File: config.mk
export PLATFORM = sky130hd
export DESIGN_NAME = lsu_bus_master
export DESIGN_NICKNAME = d
export VERILOG_FILES = /design/src/rtl/lsu_bus_master.sv
export SDC_FILE = /design/constraint.sdc
export NUM_CORES = 1
export LEC_CHECK = 0
export CORE_ASPECT_RATIO = 0.8
export CORE_UTILIZATION = 45
export DETAILED_ROUTE_END_ITERATION = 6
export PLACE_DENSITY = 0.84
export SYNTH_ARGS = -nofsm -noshare
export SYNTH_HDL_FRONTEND = slang
export SYNTH_SLANG_ARGS = --single-unit
File: constraint.sdc
create_clock -name clk -period 6.28 [get_ports clk]
set_input_delay 0.942 -clock clk [delete_from_list [all_inputs] [get_ports clk]]
set_output_delay 0.942 -clock clk [all_outputs]
set_load 0.05 [all_outputs]
File: src/rtl/lsu_bus_master.sv
// Load/store bus initiator: turns one M-stage access into a single req/ack
// transaction, stalls the pipeline until the responder answers (or the ack
// timeout expires), and returns the extended load result.
//
// state | meaning
// ------+------------------------------------------------------------
// IDLE  | no transaction; aligned req_valid is accepted on the next edge
// WAIT  | m_req high, bus outputs frozen, waiting for m_ack or timeout
// RESP  | one cycle with stall low so the pipeline advances past M
module lsu_bus_master #(
    parameter int ACK_TIMEOUT = 1024,
    parameter int CNT_W       = 16
) (
    input  logic        clk,
    input  logic        clr,
    input  logic        req_valid,
    input  logic        req_we,
    input  logic [1:0]  req_type,
    input  logic [31:0] req_addr,
    input  logic [31:0] req_wdata,
    output logic        stall,
    output logic [31:0] rdata,
    output logic        rdata_valid,
    output logic        align_err,
    output logic        bus_err,
    output logic        m_req,
    output logic        m_we,
    output logic [31:0] m_addr,
    output logic [3:0]  m_byteen,
    output logic [31:0] m_wdata,
    input  logic        m_ack,
    input  logic [31:0] m_rdata
);

    localparam logic [1:0] S_IDLE = 2'd0;
    localparam logic [1:0] S_WAIT = 2'd1;
    localparam logic [1:0] S_RESP = 2'd2;

    localparam logic [1:0] T_WORD  = 2'b00;
    localparam logic [1:0] T_BYTE  = 2'b01;
    localparam logic [1:0] T_BYTEU = 2'b10;
    localparam logic [1:0] T_HALF  = 2'b11;

    // The counter starts at 0 in the first WAIT cycle, so matching
    // ACK_TIMEOUT-1 aborts after exactly ACK_TIMEOUT WAIT cycles.
    localparam bit              TO_EN    = (ACK_TIMEOUT != 0);
    localparam logic [CNT_W-1:0] CNT_LAST = TO_EN ? CNT_W'(ACK_TIMEOUT - 1) : '0;

    logic [1:0]       state;
    logic [CNT_W-1:0] cnt;
    logic [1:0]       type_q;
    logic [1:0]       off_q;

    logic             misaligned;
    logic             accept;
    logic [3:0]       byteen_d;
    logic [31:0]      wdata_d;
    logic [7:0]       lane_byte;
    logic [15:0]      lane_half;
    logic [31:0]      load_d;

    // Alignment check, lane enables and replicated store data for the request
    always_comb begin
        misaligned = 1'b0;
        byteen_d   = 4'b0001 << req_addr[1:0];
        wdata_d    = {4{req_wdata[7:0]}};
        case (req_type)
            T_WORD: begin
                misaligned = (req_addr[1:0] != 2'b00);
                byteen_d   = 4'b1111;
                wdata_d    = req_wdata;
            end
            T_HALF: begin
                misaligned = req_addr[0];
                byteen_d   = req_addr[1] ? 4'b1100 : 4'b0011;
                wdata_d    = {2{req_wdata[15:0]}};
            end
            default: ;
        endcase
    end

    // Pipeline-facing handshake: only IDLE looks at a new request
    always_comb begin
        align_err = (state == S_IDLE) && req_valid && misaligned;
        accept    = (state == S_IDLE) && req_valid && !misaligned;
        stall     = accept || (state == S_WAIT);
    end

    // Lane extraction and sign/zero extension of the returned word
    always_comb begin
        case (off_q)
            2'd0:    lane_byte = m_rdata[7:0];
            2'd1:    lane_byte = m_rdata[15:8];
            2'd2:    lane_byte = m_rdata[23:16];
            default: lane_byte = m_rdata[31:24];
        endcase
        lane_half = off_q[1] ? m_rdata[31:16] : m_rdata[15:0];
        case (type_q)
            T_BYTE:  load_d = {{24{lane_byte[7]}}, lane_byte};
            T_BYTEU: load_d = {24'd0, lane_byte};
            T_HALF:  load_d = {{16{lane_half[15]}}, lane_half};
            default: load_d = m_rdata;
        endcase
    end

    // Transaction FSM, bus output registers, timeout counter and load result
    always_ff @(posedge clk) begin
        if (clr) begin
            state       <= S_IDLE;
            cnt         <= '0;
            type_q      <= T_WORD;
            off_q       <= 2'd0;
            m_req       <= 1'b0;
            m_we        <= 1'b0;
            m_addr      <= '0;
            m_byteen    <= '0;
            m_wdata     <= '0;
            rdata       <= '0;
            rdata_valid <= 1'b0;
            bus_err     <= 1'b0;
        end else begin
            case (state)
                S_IDLE: begin
                    if (accept) begin
                        m_req    <= 1'b1;
                        m_we     <= req_we;
                        m_addr   <= {req_addr[31:2], 2'b00};
                        m_byteen <= byteen_d;
                        m_wdata  <= wdata_d;
                        type_q   <= req_type;
                        off_q    <= req_addr[1:0];
                        cnt      <= '0;
                        state    <= S_WAIT;
                    end
                end
                S_WAIT: begin
                    if (m_ack) begin
                        m_req <= 1'b0;
                        state <= S_RESP;
                        if (!m_we) begin
                            rdata       <= load_d;
                            rdata_valid <= 1'b1;
                        end
                    end else if (TO_EN && (cnt == CNT_LAST)) begin
                        m_req   <= 1'b0;
                        bus_err <= 1'b1;
                        state   <= S_RESP;
                    end else begin
                        cnt <= cnt + 1'b1;
                    end
                end
                S_RESP: begin
                    rdata_valid <= 1'b0;
                    bus_err     <= 1'b0;
                    cnt         <= '0;
                    state       <= S_IDLE;
                end
                default: begin
                    state <= S_IDLE;
                end
            endcase
        end
    end

endmodule

# --- Yosys cells after proc, flatten, opt, wreduce, memory -nomap -nowiden ---
# Cells that the tools add are included.
# W data, S select, Z words.
word_totals:
  ff_bits: 124
  inputBits: 103
  output_inout_bits: 106
  word_cells: 75
op_classes:
  n_addsub: 1
  n_eq_ne: 16
  n_shift: 1
  muxes: 25
  bitwise: 1
  n_reduce_logical: 19
op_table:
  columns: ["op", "n"]
  rows:
  - ["$pmux W32 S3", 1]
  - ["$mux W16", 4]
  - ["$pmux W32 S2", 1]
  - ["$pmux W16 S3", 1]
  - ["$pmux W8 S3", 1]
  - ["$add A16 B1 Y16 const B", 1]
  - ["$eq A16 B10 Y1 const B", 1]
  - ["$reduce_and A3 Y1", 4]
  - ["$eq A2 B2 Y1 const B", 5]
  - ["$ne A2 B2 Y1 const B", 5]
  - ["$pmux W1 S2", 4]
  - ["$pmux W4 S2", 1]
  - ["$mux W1", 7]
  - ["$eq A2 B1 Y1 const B", 3]
  - ["$logic_not A2 Y1", 3]
  - ["$mux W2", 3]
  - ["$reduce_bool A2 Y1", 3]
  - ["$mux W4", 1]
  - ["$pmux W2 S2", 1]
  - ["$reduce_and A2 Y1", 2]
  - ["$reduce_and A4 Y1", 1]
  - ["$shl A1 B2 Y4 const A", 1]
  - ["$logic_and A1 B1 Y1", 3]
  - ["$ne A3 B2 Y1 const B", 1]
  - ["5 further kinds", 5]

# --- Longest topological paths before layout ---
# Gate-level depths: netlist (run 1).
logic_depth:
  ltp_word: 6
  mapped_depth: 9
  depth_no_buf: 7

# --- Worst setup path after synthesis (run 1) ---
# Ideal clock, no wire load.
synth_timing:
  kind: "input to output"
  startpoint: "in req_type[0]"
  endpoint: "out stall"
  arrival_ps: 2603
  required_time_ps: 5338
  slack_ps: 2735
  path_stages: 8
  n_path_buf: 2
  cell_sequence: "inv_1 ha_1 o21a_1 o21a_1 or2_2 clkbuf_1 clkbuf_1 nand2_1"
synth_between:
  elab_chain_len: 5
  elab_cells_between_ends: 6
  cone_classes: "eq/ne: 1; mux: 1; reduce/logical: 4"
synth_rtl:
  columns: ["item", "line", "rtl"]
  rows:
  - ["from (decl)", "18", "input logic [1:0] req_type,"]
  - ["$eq A2 B2 Y1 or $logic_not A2 Y1 (tied branches)", "67", "case (req_type)"]
  - ["$pmux W1 S2 *", "67", null]
  - ["$logic_not A1 Y1 *", "85", "accept = (state == S_IDLE) && req_valid && !misaligned;"]
  - ["$logic_and A1 B1 Y1 *", "85", null]
  - ["$logic_or A1 B1 Y1 *", "86", "stall = accept || (state == S_WAIT);"]
  - ["to (decl)", "21", "output logic stall,"]
# Mark *: on every way between the ends. The rest lies on a longest branch, timed or not.

# --- Final worst setup path (run 1) ---
# Ends and elaborated chain as after synthesis.

==> flow_summary.toml, run 1 <==
[grt]
groute.usage.overall_pct = 27.85
grt_pass1_wl_um = 27670
grt_pass1_vias = 5694
grt_max_degree = 113
antenna_found_initial = 0
grt_overflow = 0

[clocking]
clock_path_buffers = 2
htree_levels = 4
worstSkewPairLatency_ns = 0.41
post_cts_buffers = 0
cts-hold-fix-buffers = 0
clk_pin_slew_worst_paths_ns = 0.06
cts_sinks = 124
cts_buffers = 17
cts_tree = "built"
clockRootBuffer = "clkbuf_16"
cts_resized = 0

[logic_synthesis]
yosysWarnings = 0
synth.avg_cell_area_um2 = 8.134
synthDistinctLibCells = 51
yosys.area.top_type = "dfxtp_1"
synth_seq_cells = 124
syn_inst = 675
ys_async_sr_fraction_pct = 0
synth_edf_count = 0
synth_area_mm2 = 0.005490
yosysTopAreaCellShare_pct = 45.21
ys_seq_area_share_pct = 45.21
synthTopCellsByArea = "dfxtp_1, nand2_1, a21oi_1"
synth_ff_type = "dfxtp_1"

[routing]
drtAntennaViolNets = 0
routed_wl_um = 17630
wl_met1_um = 7089
via_count = 5810
highest_layer = "met4"
firstDrtPassIters = 7
met3_wirelength_um = 1760
vias_per_cell = 5.752
met2_length_um = 8333
dr.first_iter.drc_count = 537
drc_errors = 11
wl_per_cell_um = 17.45

[placed_design]
dp.final_hpwl_um = 12090
dp_cells = 978
gp_congestion = 0.8959
io_buffers = 206

[critical_path]
cp_slowest_cell = "clkdlybuf4s50_1"
worst-path-buf-inv = 4
path_cells = "clkdlybuf4s50_1 > inv_1 > ha_1 > inv_1 > o21a_1 > or2_2 > nand2_1 > clkdlybuf4s50_1"
crit_type = "in -> out"
cp_top_family = "buffers and inverters"
critPathMaxStageDelay_ns = 0.79
crit_fanout = 22
reg2reg_from = "state[1]"
r2r_slack_ns = 3.44
crit_path_end_kind = "primary output"
r2r_end = "rdata[18]"
startpoint_type = "input pin"
arrival_ns = 4.04
reg2regPathDepth = 6
cp.required_ns = 5.34

[power_and_ir_drop]
internal-power_uw = 2042
power.density_mw_per_mm2 = 411.2
switching_power_uw = 1326
switching_share_pct = 39.37
ir_worst_vdd_mv = 0.2534
clockPowerShare_pct = 31.5
p_leak_uw = 0.002931
p_comb_share_pct = 38.4
seqPwrFrac_pct = 30.0

[timing]
worst_hold_slack_ns = 0.4518
fin_setup_tns_ns = 0
fin_skew_ns = 0.004500
final_hold_viol_count = 0
setup_viol = 0
max_freq_mhz = 200.6
min_period_ns = 4.985
rsz0062_at_grt = "no"
fin_crit_sh_pct = 79.38
tightest_slew_ns = 1.163
drv_slew = 0
slew_headroom_pct = 22.50

[finish]
syn2layout_area_growth_pct = 49.18
diodes = 0
drive_gt1_share_pct = 6.148
num-nets-final = 960
n_fill_cell = 890
fin_cells = 1010

[die]
die_h_um = 100.8
die_area_mm2 = 0.01265
ios = 209
rows = 35
core_mm2 = 0.01169
start_util_pct = 46.96
die_x_um = 125.5

[run_status]
outcome = "finished with violations"
violations = "DRC"

[run]
maxCapViolations = 0

[min_path]
hp-start = "m_addr[12]"
holdPathStages = 2
holdPathEnd = "m_addr[12]"
hold_path.class = "reg -> reg"
worst max-delay path by stage:
stage	start	end	slack, ns	cells after the start
final	req_type[0]	stall	1.29	8
after global routing	req_type[0]	stall	1.15	8
after CTS	req_type[0]	stall	1.35	8
after detailed placement	req_type[0]	stall	1.37	8
after global placement	req_type[0]	stall	1.50	8
after floorplan	req_type[0]	stall	2.74	8
sequential cells by signal, indices dropped and copies added (netlist names):
signal and flops:
state 2, type_q 2, rdata 32, m_we 1
bus_err 1, m_wdata 32, rdata_valid 1, m_addr 30
m_byteen 4, cnt 16, off_q 2, m_req 1
stage by stage:
| stage | utilization, % | instance area [um^2] | power [uW] | worst slack (ns) |
|---|---|---|---|---|
| global placement | 64.56 | 7548 | 2271 | 1.502 |
| finish | 70.05 | 8190 | 3368 | 1.295 |
| global route | 70.05 | 8190 | 3513 | 1.151 |
| floorplan | - | 5494 | 1878 | 2.735 |
| detailed placement | 64.56 | 7548 | 2307 | 1.366 |
| CTS | 70.05 | 8190 | 3377 | 1.354 |
tightest hold or removal path, cell delays in order (launching register included):
cell,delay [ns]
dfxtp_1,0.31
nand2_1,0.05
a21oi_1,0.05
area by class of cell:
class                   count  area [um^2]  share of cell area [%]
clock buffers              19        452.9                   5.530
clock inverters            13        188.9                   2.307
inverters                  13        48.80                  0.5958
multi-input cells         484         2750                   33.58
flip-flops and latches    124         2482                   30.31
well taps                 148        185.2                   2.261
repair buffers            209         2082                   25.42
cells in the mapped netlist (3+ instances only):
cell	n
and2_1	3
nor3_1	30
a21oi_1	70
dfxtp_1	124
inv_1	12
o221a_2	5
nand2_1	135
nor2_1	68
mux2_2	3
a311oi_1	7
or3_1	6
nand3_1	14
and4_1	3
o211ai_1	15
a221oi_1	16
or4_1	3
mux2i_1	8
o21ai_0	13
buf_4	3
ha_1	8
buf_2	8
o31ai_1	4
clkbuf_1	40
or2_2	3
a211oi_1	22
buf_1	4
a221o_1	8
nand4_1	7
xor2_1	5
power by group through the flow:
stage	Combinational (uW)	Sequential [uW]	Clock, uW
2_1_floorplan	460	1420	0
3_3_place_gp	1260	1020	0
3_5_place_dp	1280	1020	0
4_1_cts	1290	1010	1070
5_1_grt	1380	1030	1110
6_report	1300	1010	1060
cell usage in the layout (no fill, tap or decap), types with 6 or more instances in the layout:
cell	synthesis	routed
a311oi_1	7	7
a221oi_1	16	16
nor3_1	30	30
nand2_1	135	135
dfxtp_1	124	124
ha_1	8	8
a211oi_1	22	22
o211ai_1	15	15
inv_1	12	12
a221o_1	8	8
clkbuf_16	0	17
or3_1	6	6
nand4_1	7	7
mux2i_1	8	8
nor2_1	68	66
o21ai_0	13	13
clkdlybuf4s50_1	0	205
a21oi_1	70	70
nand3_1	14	14
cells by family (layout without fill, tap and decap cells):
kind of cell	count (synthesis)	in the layout	share of synthesized area, %
adders and majority gates	9	9	2.006
muxes	13	13	2.894
and+or+nand+nor	283	283	22.36
buffers and inverters	68	254	5.036
AOI/OAI and AO/OA	171	171	21.47
other	1	2	0.06830
DFF	124	124	45.21
xor gates and xnor gates	6	6	0.9571
per-layer routing:
metal  track usage, %  vias to the layer above
met5                0                        -
met4            11.54                        0
met3            10.14                       43
li1                 -                     2738
met2            46.71                      296
met1            32.40                     2733
Note: power is estimated with default switching activity, not from simulation.
==> run 2, diff against run 1 <==
CORE_UTILIZATION = 40   (was 45)
PLACE_DENSITY = 0.79   (was 0.84)
clock period = 4 ns   (was 6.28 ns; I/O delays follow)
==> run 2 against run 1 <==
- the run now ends clean
- count of clock-buffer cells in the layout grew 1
- core utilization fell by 7.1 points
- power rose by 57%
- worst setup slack lost 0.91 ns
- critical path depth did not move
- register-to-register slack got worse by 1.9 ns
- sequential share of layout area decreased by 0.22 points
- non-clock buffer count is 1 higher
- die area increased by 12%
- critical endpoint unchanged
==> flow_summary.toml, run 2 (synthesis gave the netlist of run 1 again) <==
[routing]
vias_per_cell = 5.379
dr.first_iter.drc_count = 367
wl_per_cell_um = 16.12
drtAntennaViolNets = 0
firstDrtPassIters = 5
drc_errors = 0
via_count = 5583
routed_wl_um = 16730

[power_and_ir_drop]
p_leak_uw = 0.002959
switching_share_pct = 38.26
p_comb_share_pct = 38.4
internal-power_uw = 3261
switching_power_uw = 2021
ir_worst_vdd_mv = 0.3710
power.density_mw_per_mm2 = 640.2
clockPowerShare_pct = 31.6
seqPwrFrac_pct = 30.0

[clocking]
cts_buffers = 17
cts_tree = "built"
clockRootBuffer = "clkbuf_16"
cts-hold-fix-buffers = 0
post_cts_buffers = 0
clk_pin_slew_worst_paths_ns = 0.06
cts_sinks = 124
htree_levels = 4
clock_path_buffers = 2
cts_resized = 0
worstSkewPairLatency_ns = 0.41

[critical_path]
reg2reg_from = "off_q[1]"
crit_fanout = 22
r2r_slack_ns = 1.51
cp.required_ns = 3.40
r2r_end = "rdata[21]"
reg2regPathDepth = 4
crit_type = "in -> out"
crit_path_end_kind = "primary output"
startpoint_type = "input pin"
arrival_ns = 3.01

[finish]
drive_gt1_share_pct = 6.257
top_regs = "m_wdata (32), rdata (32), m_addr (30)"
num-nets-final = 961
syn2layout_area_growth_pct = 50.27
regArea_mm2 = 0.002482
final_cell_mix = "clkdlybuf4s50_1, nand2_1, dfxtp_1"
n_fill_cell = 1150
multiInputGateArea_mm2 = 0.002750
final_util_pct = 62.97
diodes = 0
mostFrequentLayoutCell = "clkdlybuf4s50_1"

[placed_design]
dp.final_hpwl_um = 11410
io_buffers = 206
gp_congestion = 0.8183

[die]
die_x_um = 133.0
start_util_pct = 41.91
rows = 37
ios = 209
core_mm2 = 0.01310
die_area_mm2 = 0.01420
die_h_um = 106.8

[timing]
tightest_slew_ns = 1.039
fin_setup_tns_ns = 0
setup_viol = 0
fin_crit_sh_pct = 90.28
max_freq_mhz = 276.9
min_period_ns = 3.611
final_hold_viol_count = 0
slew_headroom_pct = 30.50
drv_slew = 0
fin_skew_ns = 0.008474
rsz0062_at_grt = "no"

[run_status]
outcome = "completed"

[grt]
grt_max_degree = 72
groute.usage.overall_pct = 23.87
grt_pass1_vias = 5302
antenna_found_initial = 0
grt_pass1_wl_um = 26990
grt_overflow = 0

[min_path]
hp-start = "m_addr[23]"
holdPathStages = 2
holdPathEnd = "m_addr[23]"
hold_path.class = "reg -> reg"

[run]
maxCapViolations = 0
[run 2: routing by layer]
| metal | track usage [%] | up-vias | share of wire, % |
|---|---|---|---|
| met5 | 0 | - | 0 |
| met4 | 5.829 | 0 | 0.86 |
| met3 | 10.02 | 14 | 9.8 |
| met2 | 38.26 | 200 | 46 |
| met1 | 29.54 | 2630 | 43 |
| li1 | - | 2739 | - |
[run 2: how the worst max path moves through the flow]
stage / start / to / slack, ns
after floorplan: req_type[0] / stall / 1.14
after global placement: req_type[0] / m_wdata[9] / 0.42
after detailed placement: req_type[0] / m_wdata[22] / 0.37
after CTS: req_type[1] / stall / 0.39
after global routing: req_type[0] / stall / 0.20
final: req_type[0] / stall / 0.39
[run 2: layout make-up]
cell class / instances / share of cell area, %
Tap cell: 175 / 2.654
Inverter: 13 / 0.5914
Clock inverter: 12 / 2.351
Timing Repair Buffer: 210 / 25.57
Sequential cell: 124 / 30.09
Multi-Input combinational cell: 484 / 33.33
Clock buffer: 20 / 5.414
[run 2: worst max-delay path, cell delays in order]
cell and delay [ns]:
clkdlybuf4s50_1 0.50, inv_1 0.05, ha_1 0.69, inv_1 0.34, o21a_1 0.24, or2_2 0.32
nand2_1 0.13, buf_12 0.15
[run 2: through the flow]
stage          total power [uW]  hold slack (ns)  instances  setup slack (ns)  instance area (um^2)
2_1_floorplan              2949           0.4605        676             1.139                  5494
3_3_place_gp               3612           0.4414       1006            0.4219                  7610
3_5_place_dp               3627           0.4459       1006            0.3677                  7610
4_1_cts                    5312           0.4536       1038            0.3931                  8250
5_1_grt                    5529           0.4723       1038            0.1973                  8250
6_report                   5282           0.4511       1038            0.3886                  8250
[run 2: power by group through the flow]
stage	Combinational, uW	Clock, uW	Sequential [uW]
5_1_grt	2170	1750	1610
3_5_place_dp	2020	0	1600
4_1_cts	2030	1700	1580
3_3_place_gp	2010	0	1600
6_report	2030	1670	1580
2_1_floorplan	722	0	2230
